[src/rtl/vga_obj_pkg.sv]
// vga_obj_pkg: definitions shared by the object-offset arbiter and its register file.
//   N_OBJ / PLAYER_IDX : table size and the player's slot (0..23 are wall row*6+col)
//   obj_wr_t           : one register-file write {idx, hoff, voff}
//   arb_state_t        : arbiter FSM states
package vga_obj_pkg;

    localparam int N_OBJ      = 25;
    localparam int PLAYER_IDX = 24;
    localparam int N_ROW      = 4;
    localparam int N_COL      = 6;

    typedef struct packed {
        logic [4:0]  idx;
        logic [31:0] hoff;
        logic [31:0] voff;
    } obj_wr_t;

    typedef enum logic [1:0] {
        ACTIVE = 2'd0,
        WINDOW = 2'd1,
        DONE   = 2'd2
    } arb_state_t;

endpackage

[src/rtl/obj_offset_regfile.sv]
// obj_offset_regfile: N_OBJ x {hoff, voff} offset registers for the display-compare logic.
//   clk, rst            : system clock, synchronous active-high reset
//   wrEn, wrData        : write strobe and {idx, hoff, voff}; idx >= N_OBJ is ignored
//   wallHoff / wallVoff : entries 0..23 unpacked as [row][col]
//   playerHoff / playerVoff : entry PLAYER_IDX
module obj_offset_regfile
    import vga_obj_pkg::*;
(
    input  logic                          clk,
    input  logic                          rst,
    input  logic                          wrEn,
    input  obj_wr_t                       wrData,
    output logic [N_ROW-1:0][N_COL-1:0][31:0] wallHoff,
    output logic [N_ROW-1:0][N_COL-1:0][31:0] wallVoff,
    output logic [31:0]                   playerHoff,
    output logic [31:0]                   playerVoff
);

    logic [N_OBJ-1:0][31:0] hoffQ;
    logic [N_OBJ-1:0][31:0] voffQ;

    // NOTE: this table is reset because the compare logic reads every entry
    // directly; an unreset table would show garbage objects after power-up.
    always_ff @(posedge clk) begin
        if (rst) begin
            hoffQ <= '0;
            voffQ <= '0;
        end else if (wrEn && (wrData.idx < 5'(N_OBJ))) begin
            hoffQ[wrData.idx] <= wrData.hoff;
            voffQ[wrData.idx] <= wrData.voff;
        end
    end

    for (genvar r = 0; r < N_ROW; r++) begin : g_row
        for (genvar c = 0; c < N_COL; c++) begin : g_col
            assign wallHoff[r][c] = hoffQ[r*N_COL + c];
            assign wallVoff[r][c] = voffQ[r*N_COL + c];
        end
    end

    assign playerHoff = hoffQ[PLAYER_IDX];
    assign playerVoff = voffQ[PLAYER_IDX];

endmodule

[src/rtl/vblank_obj_arbiter.sv]
// vblank_obj_arbiter: commits player / scroll object-offset updates only during
// vertical blanking, at most WR_BUDGET per window, one per cycle.
//   clk, rst                          : system clock, synchronous active-high reset
//   vCount                            : current line; blanking when vCount >= V_DISP
//   p_req/p_idx/p_hoff/p_voff         : player request (held until p_gnt or p_err)
//   s_req/s_idx/s_hoff/s_voff         : scroll-engine request (same handshake)
//   p_gnt/p_err, s_gnt/s_err          : one-cycle commit / reject (idx >= N_OBJ) pulses
//   wr_en/wr_idx/wr_hoff/wr_voff      : register-file write port (also drives the local table)
//   in_window, frame_tick, miss_cnt   : window status, window-open pulse, saturating miss count
//   wallHoff/wallVoff/playerHoff/playerVoff : offset table contents for CompareDisp
// Build option: define ARB_ROUND_ROBIN_EN for round-robin tie-break; otherwise the
// player always wins ties and the scroll engine can starve within a window.
module vblank_obj_arbiter
    import vga_obj_pkg::*;
#(
    parameter logic [31:0] V_DISP    = 32'd480,
    parameter int          WR_BUDGET = 16
) (
    input  logic        clk,
    input  logic        rst,
    input  logic [31:0] vCount,
    input  logic        p_req,
    input  logic [4:0]  p_idx,
    input  logic [31:0] p_hoff,
    input  logic [31:0] p_voff,
    output logic        p_gnt,
    output logic        p_err,
    input  logic        s_req,
    input  logic [4:0]  s_idx,
    input  logic [31:0] s_hoff,
    input  logic [31:0] s_voff,
    output logic        s_gnt,
    output logic        s_err,
    output logic        wr_en,
    output logic [4:0]  wr_idx,
    output logic [31:0] wr_hoff,
    output logic [31:0] wr_voff,
    output logic        in_window,
    output logic        frame_tick,
    output logic [7:0]  miss_cnt,
    output logic [N_ROW-1:0][N_COL-1:0][31:0] wallHoff,
    output logic [N_ROW-1:0][N_COL-1:0][31:0] wallVoff,
    output logic [31:0] playerHoff,
    output logic [31:0] playerVoff
);

    localparam int BUDGET_W = $clog2(WR_BUDGET + 1);

    arb_state_t          state;
    logic [BUDGET_W-1:0] budget;
    logic                vb;
    logic                vbQ;
    logic                pElig;
    logic                sElig;
    logic                anyWin;
    logic                winScroll;
    logic                commit;
    logic                reject;
    obj_wr_t             winner;

`ifdef ARB_ROUND_ROBIN_EN
    logic                rrScroll;   // 1: scroll wins the next tie
`endif

    assign vb        = (vCount >= V_DISP);
    assign in_window = (state == WINDOW);

    // NOTE: every signal gets a default at the top of always_comb so no path
    // leaves one unassigned, which would infer a latch.
    always_comb begin
        // A requester that just got gnt/err is skipped for one cycle so a
        // still-held req cannot commit twice.
        pElig  = p_req && !(p_gnt || p_err);
        sElig  = s_req && !(s_gnt || s_err);
        anyWin = pElig || sElig;
`ifdef ARB_ROUND_ROBIN_EN
        winScroll = sElig && (!pElig || rrScroll);
`else
        winScroll = sElig && !pElig;
`endif
        winner = winScroll ? obj_wr_t'{idx: s_idx, hoff: s_hoff, voff: s_voff}
                           : obj_wr_t'{idx: p_idx, hoff: p_hoff, voff: p_voff};
        commit = (state == WINDOW) && anyWin && (winner.idx <  5'(N_OBJ));
        reject = (state == WINDOW) && anyWin && (winner.idx >= 5'(N_OBJ));
    end

    // NOTE: state and outputs use non-blocking assignments so every register
    // here samples pre-edge values regardless of statement order.
    always_ff @(posedge clk) begin
        if (rst) begin
            state      <= ACTIVE;
            budget     <= '0;
            vbQ        <= 1'b0;
            p_gnt      <= 1'b0;
            p_err      <= 1'b0;
            s_gnt      <= 1'b0;
            s_err      <= 1'b0;
            wr_en      <= 1'b0;
            wr_idx     <= '0;
            wr_hoff    <= '0;
            wr_voff    <= '0;
            frame_tick <= 1'b0;
            miss_cnt   <= '0;
`ifdef ARB_ROUND_ROBIN_EN
            rrScroll   <= 1'b0;
`endif
        end else begin
            vbQ        <= vb;
            frame_tick <= 1'b0;
            wr_en      <= commit;
            p_gnt      <= commit && !winScroll;
            s_gnt      <= commit &&  winScroll;
            p_err      <= reject && !winScroll;
            s_err      <= reject &&  winScroll;
            if (commit) begin
                wr_idx  <= winner.idx;
                wr_hoff <= winner.hoff;
                wr_voff <= winner.voff;
            end
`ifdef ARB_ROUND_ROBIN_EN
            if (commit || reject) rrScroll <= !winScroll;
`endif
            case (state)
                ACTIVE: begin
                    if (vb && !vbQ) begin
                        state      <= WINDOW;
                        frame_tick <= 1'b1;
                        budget     <= BUDGET_W'(WR_BUDGET);
                    end
                end
                WINDOW: begin
                    if (commit) budget <= budget - BUDGET_W'(1);
                    // vb falling takes precedence over budget exhaustion.
                    if (!vb) begin
                        state <= ACTIVE;
                        if ((p_req || s_req) && (miss_cnt != 8'hFF))
                            miss_cnt <= miss_cnt + 8'd1;
                    end else if (commit && (budget == BUDGET_W'(1))) begin
                        state <= DONE;
                    end
                end
                DONE: begin
                    if (!vb) begin
                        state <= ACTIVE;
                        if ((p_req || s_req) && (miss_cnt != 8'hFF))
                            miss_cnt <= miss_cnt + 8'd1;
                    end
                end
                default: state <= ACTIVE;
            endcase
        end
    end

    obj_offset_regfile u_regfile (
        .clk        (clk),
        .rst        (rst),
        .wrEn       (wr_en),
        .wrData     ('{idx: wr_idx, hoff: wr_hoff, voff: wr_voff}),
        .wallHoff   (wallHoff),
        .wallVoff   (wallVoff),
        .playerHoff (playerHoff),
        .playerVoff (playerVoff)
    );

endmodule

[config.mk]
export PLATFORM = sky130hd
export DESIGN_NAME = vblank_obj_arbiter
export DESIGN_NICKNAME = d
export VERILOG_FILES = /design/src/rtl/vga_obj_pkg.sv /design/src/rtl/obj_offset_regfile.sv /design/src/rtl/vblank_obj_arbiter.sv
export SDC_FILE = /design/constraint.sdc
export NUM_CORES = 2
export LEC_CHECK = 0
export CAP_MARGIN = 0
export CORE_AREA = 8 8 717 719
export DETAILED_ROUTE_END_ITERATION = 8
export DIE_AREA = 0 0 725 727
export PLACE_DENSITY_LB_ADDON = 0.3
export SYNTH_ARGS = -nofsm -noshare
export SYNTH_HDL_FRONTEND = slang
export SYNTH_SLANG_ARGS = --single-unit
export TNS_END_PERCENT = 1
[constraint.sdc]
create_clock -name clk -period 2.4 [get_ports clk]
set_input_delay 0.6 -clock clk [delete_from_list [all_inputs] [get_ports clk]]
set_output_delay 0.6 -clock clk [all_outputs]
set_load 0.02 [all_outputs]
==> flow_metrics.py <==
metrics = {
    "global_route": {
        "grt_use_total_pct": 16.8,
        "grt_overflow": 0,
        "grt_start_max_net_pins": 96,
        "grt_util_met2_pct": 28.4,
        "grt.busiest_layer": "met2",
        "grt_util_met1_pct": 20.4,
        "grt_pass1_vias": 57300,
        "antenna_found_initial": 107,
        "gr-usage-met3_pct": 5.17,
        "grt_pass1_wl_microns": 597000,
    },
    "cts": {
        "cts_max_level": 4,
        "clk_latency_ns": 0.96,
        "cts_hold_buf": 0,
        "cts_root_buf": "clkbuf_16",
        "cts_buffer_depth": 4,
        "clock-sinks": 1691,
        "numCtsBuffers": 208,
        "cts_tree": "built",
        "path_clk_slew_ns": 0.06,
    },
    "power": {
        "switching_share_pct": 33.8,
        "leakagePower_nw": 48.0,
        "power_mw": 76.2,
        "p_clk_share_pct": 42.8,
        "intPower_mw": 50.4,
        "ir_drop_mv": 0.575,
        "powerDensity_mw_per_mm2": 780,
        "combPwrFrac_pct": 18.5,
        "p_switching_mw": 25.8,
        "p_seq_share_pct": 38.7,
    },
    "timing": {
        "setup_viol": 0,
        "skew_ns": 0.122,
        "slew_headroom_pct": 32.7,
        "fin_hold_ws_ns": 0.166,
        "hold_violations": 0,
        "fin_crit_sh_pct": 97.2,
        "grt_setup_unrepaired": "true",
        "fin_crit_ns": 2.33,
        "max_freq_mhz": 429,
        "worst_slew_pin_slew_ns": 1.01,
        "slew_violations": 0,
    },
    "placed_design": {
        "io_buffers": 1852,
        "dp.cells": 15900,
        "hpwl_microns": 335000,
        "place_area_sq_mm": 0.0894,
        "place_congestion": 0.796,
    },
    "layout": {
        "nets": 9623,
        "synthToLayoutAreaGrowth_pct": 65.0,
        "layout_commonest_cell": "nand2_1",
        "fin_util_pct": 19.4,
        "drive_above_1_share_pct": 10.6,
        "fin_area_sq_mm": 0.0976,
        "layout_common_cells": "nand2_1 (3322), dfxtp_1 (1618), a21oi_1 (1606), dlygate4sd2_1 (767), dlymetal6s2s_1 (737)",
        "finalNonFillerCells": 16400,
    },
    "synth": {
        "synth_area_leaders": "dfxtp_1 (57%), nand2_1 (21%), a21oi_1 (14%)",
        "yosysUniqueCellTypes": 52,
        "syn_area_per_cell_sq_um": 7.73,
        "ys_ff_latch": 1691,
        "syn-num-nets": 7829,
        "synthCells": 7649,
        "synth_enable_flop_cells": 0,
        "synth_top_cell_by_area": "dfxtp_1",
        "synth_top_area_share_pct": 57.2,
        "async_flop_share_pct": 0,
        "synth_warnings": 0,
        "yosysSeqAreaShare_pct": 57.2,
        "synth-main-ff-cell": "dfxtp_1",
        "netlist_area_sq_mm": 0.0591,
    },
    "critical_path": {
        "crit_arrival_ns": 1.73,
        "crit_buf_inv": 1,
        "worstSetupPathType": "reg -> out",
        "cp-start-kind": "flop",
        "critical_path_required_ns": 1.80,
        "cp_max_fo": 2,
        "critPathTopFamily": "flip-flops",
        "critPathMaxStageDelay_ns": 0.54,
        "crit_path_end_kind": "output port",
        "slowest_stage": "dfxtp_4",
        "crit_chain": "buf_8",
    },
    "floorplanning": {
        "rows": 261,
        "core_sq_mm": 0.503,
        "die_w_microns": 725,
        "start_util_pct": 11.8,
        "die_h_microns": 727,
        "ioPinCount": 1858,
        "die_area_sq_mm": 0.527,
    },
    "detailed_routing": {
        "wl_microns": 471000,
        "drc": 0,
        "routed_via_density": 3.81,
        "drt-initial-drc-count": 6068,
        "ant_nets": 0,
        "wire_per_inst_microns": 28.7,
        "dr.pass1.iters": 5,
        "vias": 62400,
    },
    "status": {
        "status": "completed",
    },
    "worst_hold_path": {
        "hp-class": "in -> reg",
    },
    "run": {
        "cap_viol_max_count": 0,
    },
}
[metrics by stage]
step           worst slack [ns]  setup TNS, ns
2_1_floorplan             0.222              0
3_3_place_gp             -0.848        -145.28
3_5_place_dp             -0.783         -61.20
4_1_cts                  -0.183        -109.08
5_1_grt                 -0.0505         -0.269
6_report                 0.0677              0
[worst paths after layout]
kind,startpoint,to,slack (ns),cells after the start
worst max-delay path,wr_voff[8],wr_voff[8],0.07,1
worst min-delay path,rst,vbQ,0.17,2
worst max register to register,wr_idx[0],u_regfile.wallHoff[547],0.13,5
worst min register to register,vbQ,frame_tick,0.44,1
[timing repair]
action,CTS,global route
pin swaps,1,0
buffers inserted,14,0
setup endpoints to repair,1889,830
resized for setup,1162,813
[cell families after synthesis]
| kind of cell | synth area share, % |
|---|---|
| adder cells (fa/ha/maj) | 0.127 |
| XOR/XNOR | 0.0444 |
| flip-flops | 57.2 |
| AND/OR/NAND/NOR | 22.9 |
| buffers and inverters | 4.65 |
| multiplexers | 0.0889 |
| AO/OA/AOI/OAI | 14.9 |
[flip-flops by register name (all words and copies together) (netlist names), 2 cells and up]
register / flops
state: 2
u_regfile.wallVoff: 768
budget: 5
miss_cnt: 8
u_regfile.playerHoff: 32
wr_hoff: 32
wr_idx: 5
u_regfile.wallHoff: 768
u_regfile.playerVoff: 32
wr_voff: 32
[metal layers]
layer / routed length [microns] / vias up / part of all wire (%)
met2: 224000 / 2994 / 48
met4: 15300 / 30 / 3.2
met5: 202 / - / 0.043
met3: 42100 / 570 / 9.0
met1: 189000 / 30600 / 40
li1: - / 28200 / -
[power groups by stage]
| stage | registers (mW) | logic (mW) | clock network, mW |
|---|---|---|---|
| CTS | 29.6 | 14.6 | 33.5 |
| global route | 29.5 | 14.4 | 34.6 |
| floorplan | 29.6 | 3.24 | 0 |
| finish | 29.5 | 14.1 | 32.6 |
| global placement | 30.5 | 14.2 | 0 |
| detailed placement | 30.5 | 14.2 | 0 |
[cell type report]
cell class	count	area, sq um
repair buffers	2302	25000
well taps	6706	8390
clock buffers	315	6240
flip-flops and latches	1691	34100
clock inverters	60	737
multi-input cells	5233	23000
fillers	56400	405000
diodes	64	160
inverters	7	26.3
[cell usage after synthesis, drive strengths merged, types with 2 or more instances]
cell,count
xnor2,3
o31ai,2
a311oi,55
or4,3
nor2,90
and2,15
a31oi,3
inv,7
nand2b,10
nor2b,7
dfxtp,1691
nand3,13
a221o,14
ha,6
o311ai,2
mux2,2
a21oi,1606
buf,23
nor4b,2
nor4,9
nor3,16
and4,2
mux2i,3
o21a,2
nand2,3341
a21o,2
or3,3
nor3b,3
nand4,5
or3b,3
clkbuf,695
Note: power is estimated with default switching activity, not from simulation.
